--- src/rtl/data_fifo.sv ---
// Synchronous data FIFO with registered pop data and a transfer-ready threshold flag.
// Define DATA_FIFO_ERR_EN to build the sticky overflow/underflow flags.
module data_fifo #(
  parameter int WIDTH = 32,
  parameter int DEPTH = 16,
  parameter int AW    = 4
) (
  input  logic             iClock,
  input  logic             iReset,
  input  logic             iFlush,
  input  logic             iWriteRead,
  input  logic [AW:0]      iLevel,
  input  logic             iWrite_enable,
  input  logic [WIDTH-1:0] iData_in,
  input  logic             iRead_enable,
  output logic [WIDTH-1:0] oData_out,
  output logic             oValid,
  output logic             oFull,
  output logic             oEmpty,
  output logic [AW:0]      oCount,
  output logic             oFIFO_ok,
  output logic             oOverflow,
  output logic             oUnderflow
);

  localparam logic [AW:0] DEPTH_C = (AW+1)'(DEPTH);

  logic [WIDTH-1:0] mem_r [DEPTH];
  logic [AW-1:0]    wr_ptr_r;
  logic [AW-1:0]    rd_ptr_r;
  logic [AW:0]      count_r;
  logic [WIDTH-1:0] data_r;
  logic             valid_r;
  logic             ok_r;

  logic             full_s;
  logic             empty_s;
  logic             pop_s;
  logic             push_s;
  logic [AW:0]      level_s;
  logic             ok_next_s;

  // Accept decisions and the threshold comparison for the next fifo_ok value.
  always_comb begin
    full_s  = (count_r == DEPTH_C);
    empty_s = (count_r == (AW+1)'(0));
    pop_s   = iRead_enable && !empty_s;
    push_s  = iWrite_enable && (!full_s || pop_s);
    if (iLevel > DEPTH_C) begin
      level_s = DEPTH_C;
    end else begin
      level_s = iLevel;
    end
    if (iWriteRead) begin
      ok_next_s = (count_r >= level_s);
    end else begin
      ok_next_s = ((DEPTH_C - count_r) >= level_s);
    end
  end

  // Storage array; deliberately not reset or flushed.
  always_ff @(posedge iClock) begin
    if (!iReset && !iFlush && push_s) begin
      mem_r[wr_ptr_r] <= iData_in;
    end
  end

  // Pointers, occupancy, pop data register and ready flag.
  always_ff @(posedge iClock) begin
    if (iReset) begin
      wr_ptr_r <= AW'(0);
      rd_ptr_r <= AW'(0);
      count_r  <= (AW+1)'(0);
      data_r   <= WIDTH'(0);
      valid_r  <= 1'b0;
      ok_r     <= 1'b0;
    end else if (iFlush) begin
      wr_ptr_r <= AW'(0);
      rd_ptr_r <= AW'(0);
      count_r  <= (AW+1)'(0);
      valid_r  <= 1'b0;
      ok_r     <= 1'b0;
    end else begin
      if (push_s) begin
        wr_ptr_r <= wr_ptr_r + AW'(1);
      end
      if (pop_s) begin
        rd_ptr_r <= rd_ptr_r + AW'(1);
        data_r   <= mem_r[rd_ptr_r];
      end
      valid_r <= pop_s;
      ok_r    <= ok_next_s;
      case ({push_s, pop_s})
        2'b10:   count_r <= count_r + (AW+1)'(1);
        2'b01:   count_r <= count_r - (AW+1)'(1);
        default: count_r <= count_r;
      endcase
    end
  end

`ifdef DATA_FIFO_ERR_EN
  logic ovf_r;
  logic unf_r;

  // Sticky error flags, cleared only by reset or flush.
  always_ff @(posedge iClock) begin
    if (iReset || iFlush) begin
      ovf_r <= 1'b0;
      unf_r <= 1'b0;
    end else begin
      if (iWrite_enable && full_s && !pop_s) begin
        ovf_r <= 1'b1;
      end
      if (iRead_enable && empty_s) begin
        unf_r <= 1'b1;
      end
    end
  end

  assign oOverflow  = ovf_r;
  assign oUnderflow = unf_r;
`else
  assign oOverflow  = 1'b0;
  assign oUnderflow = 1'b0;
`endif

  assign oData_out = data_r;
  assign oValid    = valid_r;
  assign oFull     = full_s;
  assign oEmpty    = empty_s;
  assign oCount    = count_r;
  assign oFIFO_ok  = ok_r;

endmodule

--- config.mk ---
export PLATFORM = sky130hd
export DESIGN_NAME = data_fifo
export DESIGN_NICKNAME = d
export VERILOG_FILES = /design/src/rtl/data_fifo.sv
export SDC_FILE = /design/constraint.sdc
export NUM_CORES = 1
export LEC_CHECK = 0
export ABC_AREA = 1
export ABC_CLOCK_PERIOD_IN_PS = 3850
export CAP_MARGIN = 20
export CORE_ASPECT_RATIO = 0.5
export CORE_MARGIN = 8
export CORE_UTILIZATION = 40
export CTS_BUF_LIST = sky130_fd_sc_hd__clkbuf_8
export DETAILED_ROUTE_END_ITERATION = 10
export GPL_TIMING_DRIVEN = 0
export SYNTH_ARGS = -nofsm -noshare
export SYNTH_HDL_FRONTEND = slang
export SYNTH_SLANG_ARGS = --single-unit
--- constraint.sdc ---
create_clock -name iClock -period 3.85 [get_ports iClock]
set_clock_uncertainty 0.2 [all_clocks]
set_input_delay 0.77 -clock iClock [delete_from_list [all_inputs] [get_ports iClock]]
set_output_delay 0.77 -clock iClock [all_outputs]
set_load 0.02 [all_outputs]
; ---- Word level (Yosys, flattened, before mapping)
; Memories as Yosys holds them, arrays and structs flattened. A register that Yosys moved wholly into a read port is not among the register bits.
; Index checks and enable logic that the tools add are counted.
[word_totals]
ff_bits = 15
ram_bits = 512
in_bits = 43
output_inout_bits = 43
word_cells = 36
n_memories = 1
[op_classes]
n_addsub = 5
n_lt_le_gt_ge = 3
eq_ne = 3
mux = 5
bitwise_logic = 1
reduce_logical = 13
[mem_list]
columns = name, words, width, read_ports, rd_clocked_by_memory_dff, wr, line_no
row1 = mem_r, 16, 32, 1, 1, 1, 28  ; logic [WIDTH-1:0] mem_r [DEPTH];
[op_table]
columns = op, n
row1 = 5-bit >= comparator, 2
row2 = 5-bit one-hot mux with 2 select lines, 1
row3 = "4-bit by 1-bit adder with 4-bit output, second input constant", 2
row4 = "5-bit by 1-bit adder with 5-bit output, second input constant", 1
row5 = "5-bit equality test, second input constant", 1
row6 = "5-bit > comparator, second input constant", 1
row7 = 5-bit zero test, 1
row8 = 5-bit 2-to-1 mux, 1
row9 = "5-bit by 1-bit subtractor with 5-bit output, second input constant", 1
row10 = "5-bit subtractor, first input constant", 1
row11 = 1-bit logical AND, 4
row12 = 1-bit zero test, 4
row13 = 1-bit 2-to-1 mux, 3
row14 = "2-bit by 1-bit equality test with 1-bit output, second input constant", 1
row15 = "2-bit equality test, second input constant", 1
row16 = 2-bit AND reduction, 1
row17 = 2-bit nonzero test, 1
row18 = 2-bit OR reduction, 1
row19 = 1-bit logical OR, 1
row20 = 1-bit NOT, 1

; ---- Logic depth before layout (Yosys ltp)
[depth]
word_depth = 8
mapped_depth = 18
ltp_nobuf = 18

; ---- Worst setup path after synthesis
; No wires, ideal clock.
[synth_timing]
path_type = reg2reg
startpoint = register count_r[0] (netlist: oCount[0])
endpoint = memory mem_r[11][0], enable pin
arrival_ns = 3.195
required_ns = 3.229
setup_slack_ns = 0.034
stages_incl_launch_ff = 12
synth_period_minus_slack_ns = 3.816
path_cell_list = dfxtp_1 inv_1 ha_1 nor3b_1 ha_1 inv_1 nand2_2 nand2_1 nand2_1 inv_2 nand2_1 nor2_1
[synth_between]
elab_chain_cells = 8
[synth_rtl]
columns = item, line_no
row1 = from (decl), 31  ; logic [AW:0] count_r;
row2 = from (signal assigned), 73  ; count_r <= (AW+1)'(0);
row3 = from (signal assigned), 80  ; count_r <= (AW+1)'(0);
row4 = from (signal assigned), 94  ; 2'b10: count_r <= count_r + (AW+1)'(1);
row5 = 5-bit zero test, 46  ; empty_s = (count_r == (AW+1)'(0));
row6 = via oEmpty, 19  ; output logic oEmpty,
row7 = 1-bit zero test, 47  ; pop_s = iRead_enable && !empty_s;
row8 = 1-bit logical AND, 47
row9 = 1-bit logical OR, 48  ; push_s = iWrite_enable && (!full_s || pop_s);
row10 = 1-bit logical AND, 48
row11 = 1-bit logical AND, 63  ; if (!iReset && !iFlush && push_s) begin
row12 = 1-bit 2-to-1 mux, 63
row13 = 1-bit 2-to-1 mux (implied by the code), 64  ; mem_r[wr_ptr_r] <= iData_in;
row14 = to (decl), 28
; The timed path passes the listed nets, and every way through them passes these cells.

; ---- Worst setup path after layout
[layout_timing]
startpoint = register count_r[1] (netlist: oCount[1])
endpoint = memory mem_r[9][20], enable pin
[layout_between]
elab_chain_cells = 8
[layout_rtl]
columns = item, line_no
row1 = 5-bit zero test, 46
row2 = 1-bit zero test, 47
row3 = 1-bit logical AND, 47
row4 = 1-bit logical OR (*), 48
row5 = 1-bit logical AND (*), 48
row6 = 1-bit logical AND (*), 63
row7 = 1-bit 2-to-1 mux (*), 63
row8 = 1-bit 2-to-1 mux (implied by the code) (*), 64
; Mark *: on every way between the ends. The rest lies on a longest branch, timed or not.

==> impl_metrics.csv <==
group,metric,value,unit
timing,maxSlewHeadroom,0.2863,
grt,grt_pass1_wl,103300,um
job,maxCapViolCount,0,
synthesis,synth-edff-count,512,
synthesis,synthFlopType,"edfxtp_1",
power_and_ir_drop,irDropWorstVdd,0.0002153,V
min_path,hp-class,"reg -> reg",
synthesis,synthTopCellsByCount,"nand2_1, edfxtp_1, nand3_1, inv_1, a21oi_1",
grt,grt_pass1_vias,16060,
route,drt_first_pass_iters,5,
route,drt-wirelength-per-cell,20.87,um
synthesis,synthArstFlopShare,0,
die,die_w,362.7,um
placed_design,numPortBuffers,82,
cells_and_area,post-route-util,0.4721,
timing,fmax,0.2746,GHz
synthesis,synthTopCellsByArea,"edfxtp_1, nand2_1, nand3_1",
die,core,59360,um2
synthesis,syn_inst,2332,
power_and_ir_drop,power.leakage,11.55,nW
clock_network,cts_resized,0,
route,antenna_left,0,
timing,min_period,3.641,ns
timing,drv_slew,0,
clock_network,cts_sinks,559,
route,vias_per_cell,5.042,
grt,grt-ovfl-total,0,
setup_path,critPathRequiredTime,3.97,ns
power_and_ir_drop,power_density,439.7,nW/um2
grt,antenna_found_initial,0,
synthesis,ys_types,30,
synthesis,yosys.area.top_type,"edfxtp_1",
timing,setup_viol,0,
placed_design,pre_cts_slack,-0.1009,ns
clock_network,h-tree-depth,3,
setup_path,worstPathMaxFanout,18,
die,rows,63,
synthesis,yosysMostFrequentCell,"nand2_1",
cells_and_area,num-nets-final,2585,
grt,track_usage,0.2018,
setup_path,cp.arrival,3.76,ns
clock_network,clk_pin_slew,0.06,ns
clock_network,cts_made_buffers,83,
die,die_height,189.4,um
synthesis,yosysTopAreaCellShare,0.6395,
synthesis,synth_area,24040,um2
cells_and_area,syn2layout_area_growth,16.56,%
timing,fin_tns_setup,0,ns
synthesis,avgSynthCellArea,10.31,um2
clock_network,root_buffer,"clkbuf_8",
timing,worst_slew_pin_slew,1.071,ns
die,die_area,68680,um2
timing,rsz0062_at_grt,"false",
grt,grt_max_degree,22,
cells_and_area,num_antenna_cells,0,
clock_network,cts_tree,"yes",
setup_path,startpoint_type,"register",
setup_path,path_class,"reg -> reg",
synthesis,yosys_warnings,0,
die,io_pins,86,
clock_network,hold_buffers,0,
route,wl,70880,um
setup_path,setup.worst_path.end_class,"register",
placed_design,routabilityCongestion,0.8249,
timing,layout_worst_path_cycle_share,0.9458,
clock_network,clock_path_buffers,3,
synthesis,seq_area_frac_synth,0.6787,
route,dr.first_iter.drc_count,2124,
placed_design,hpwl,46210,um
clock_network,clkLatencyLatePin,0.65,ns
synthesis,synth_seq_cells,559,
timing,finalWorstSetupSlack,0.2087,ns
timing,hold_viol,0,
cells_and_area,drive_gt1_frac,0.08746,
route,vias,17120,
outcome,status,"finished clean",
die,start_util,0.4050,
route,drc,0,
[power breakdown]
| part | switching [mW] | total [mW] | internal [mW] |
|---|---|---|---|
| clock | 2.29 | 4.65 | 2.36 |
| combinational | 0.651 | 0.969 | 0.319 |
| sequential | 0.0262 | 6.70 | 6.67 |
[cell families after synthesis]
kind of cell / synth area share
compound gates: 0.01358
xor+xnor: 0.001458
fa+ha+maj: 0.01124
buf+inv: 0.08499
flops: 0.6787
other cells: 0.0001560
simple gates: 0.2099
[critical path, stage by stage (launching register included)]
cell and delay [ns]:
dfxtp_1 0.49, inv_1 0.15, ha_1 0.23, nor3b_1 0.16
ha_1 0.22, inv_1 0.07, nand2_2 0.15, nand2_1 0.11
nand2_1 0.12, inv_2 0.13, nand2_1 0.26, nor2_4 0.72
buf_12 0.28
[cell usage in the layout, fill, tap and decap left out, types with 20 or more instances in the layout]
cell / count
clkbuf_1: 27
buf_2: 32
a21oi_1: 49
dfxtp_1: 47
edfxtp_1: 512
inv_1: 375
ha_1: 20
buf_6: 24
nand2_1: 825
nand3_1: 361
buf_4: 22
clkdlybuf4s50_1: 82
clkbuf_8: 97
[through the flow]
stage               total power, mW  instance area [um2]  hold WS (ns)  std cells
floorplan                     7.350                24040        0.2650       2333
global route                  12.71                28020        0.3305       3396
detailed placement            7.787                26410        0.2837       3245
finish                        12.32                28020        0.2969       3396
CTS                           12.37                27990        0.2933       3393
global placement              7.764                25880        0.2839       3227
[layer usage]
| metal | GRT usage | up-vias | share of wire | wire (um) |
|---|---|---|---|---|
| met2 | 0.3137 | 877 | 0.44 | 31150 |
| met3 | 0.03499 | 137 | 0.10 | 7113 |
| met1 | 0.2902 | 8129 | 0.44 | 30870 |
| li1 | - | 7979 | - | - |
| met5 | 0 | - | 0 | 0 |
| met4 | 0.05737 | 0 | 0.025 | 1744 |
[final cells by class]
type	count	area [um2]
Multi-Input combinational cell	1309	5806
Tap cell	812	1016
Buffer	119	742.0
Fill cell	5368	31340
Timing Repair Buffer	103	1261
Inverter	346	1301
Clock inverter	51	244.0
Clock buffer	97	1335
Sequential cell	559	16320
[path summary, 6_finish.rpt]
path                             from                  endpoint  slack, ns  cells after the start
max reg2reg    oCount[1]$_SDFFE_PP0P_    mem_r[9][20]$_DFFE_PP_       0.21                     12
min reg2reg  wr_ptr_r[3]$_SDFFE_PP0P_  wr_ptr_r[3]$_SDFFE_PP0P_       0.30                      2
min          wr_ptr_r[3]$_SDFFE_PP0P_  wr_ptr_r[3]$_SDFFE_PP0P_       0.30                      2
max            oCount[1]$_SDFFE_PP0P_    mem_r[9][20]$_DFFE_PP_       0.21                     12
[flip-flops by register name (all words and copies together) (netlist names)]
signal and count:
oValid 1, oFIFO_ok 1, wr_ptr_r 4, rd_ptr_r 4
mem_r 512, oCount 5, oData_out 32
[repair_timing]
action | in CTS | in global routing
setup endpoints to repair | 0 | 1
buffers inserted | 0 | 3
hold endpoints to repair | 0 | 0
(Power assumes the default switching activity.)
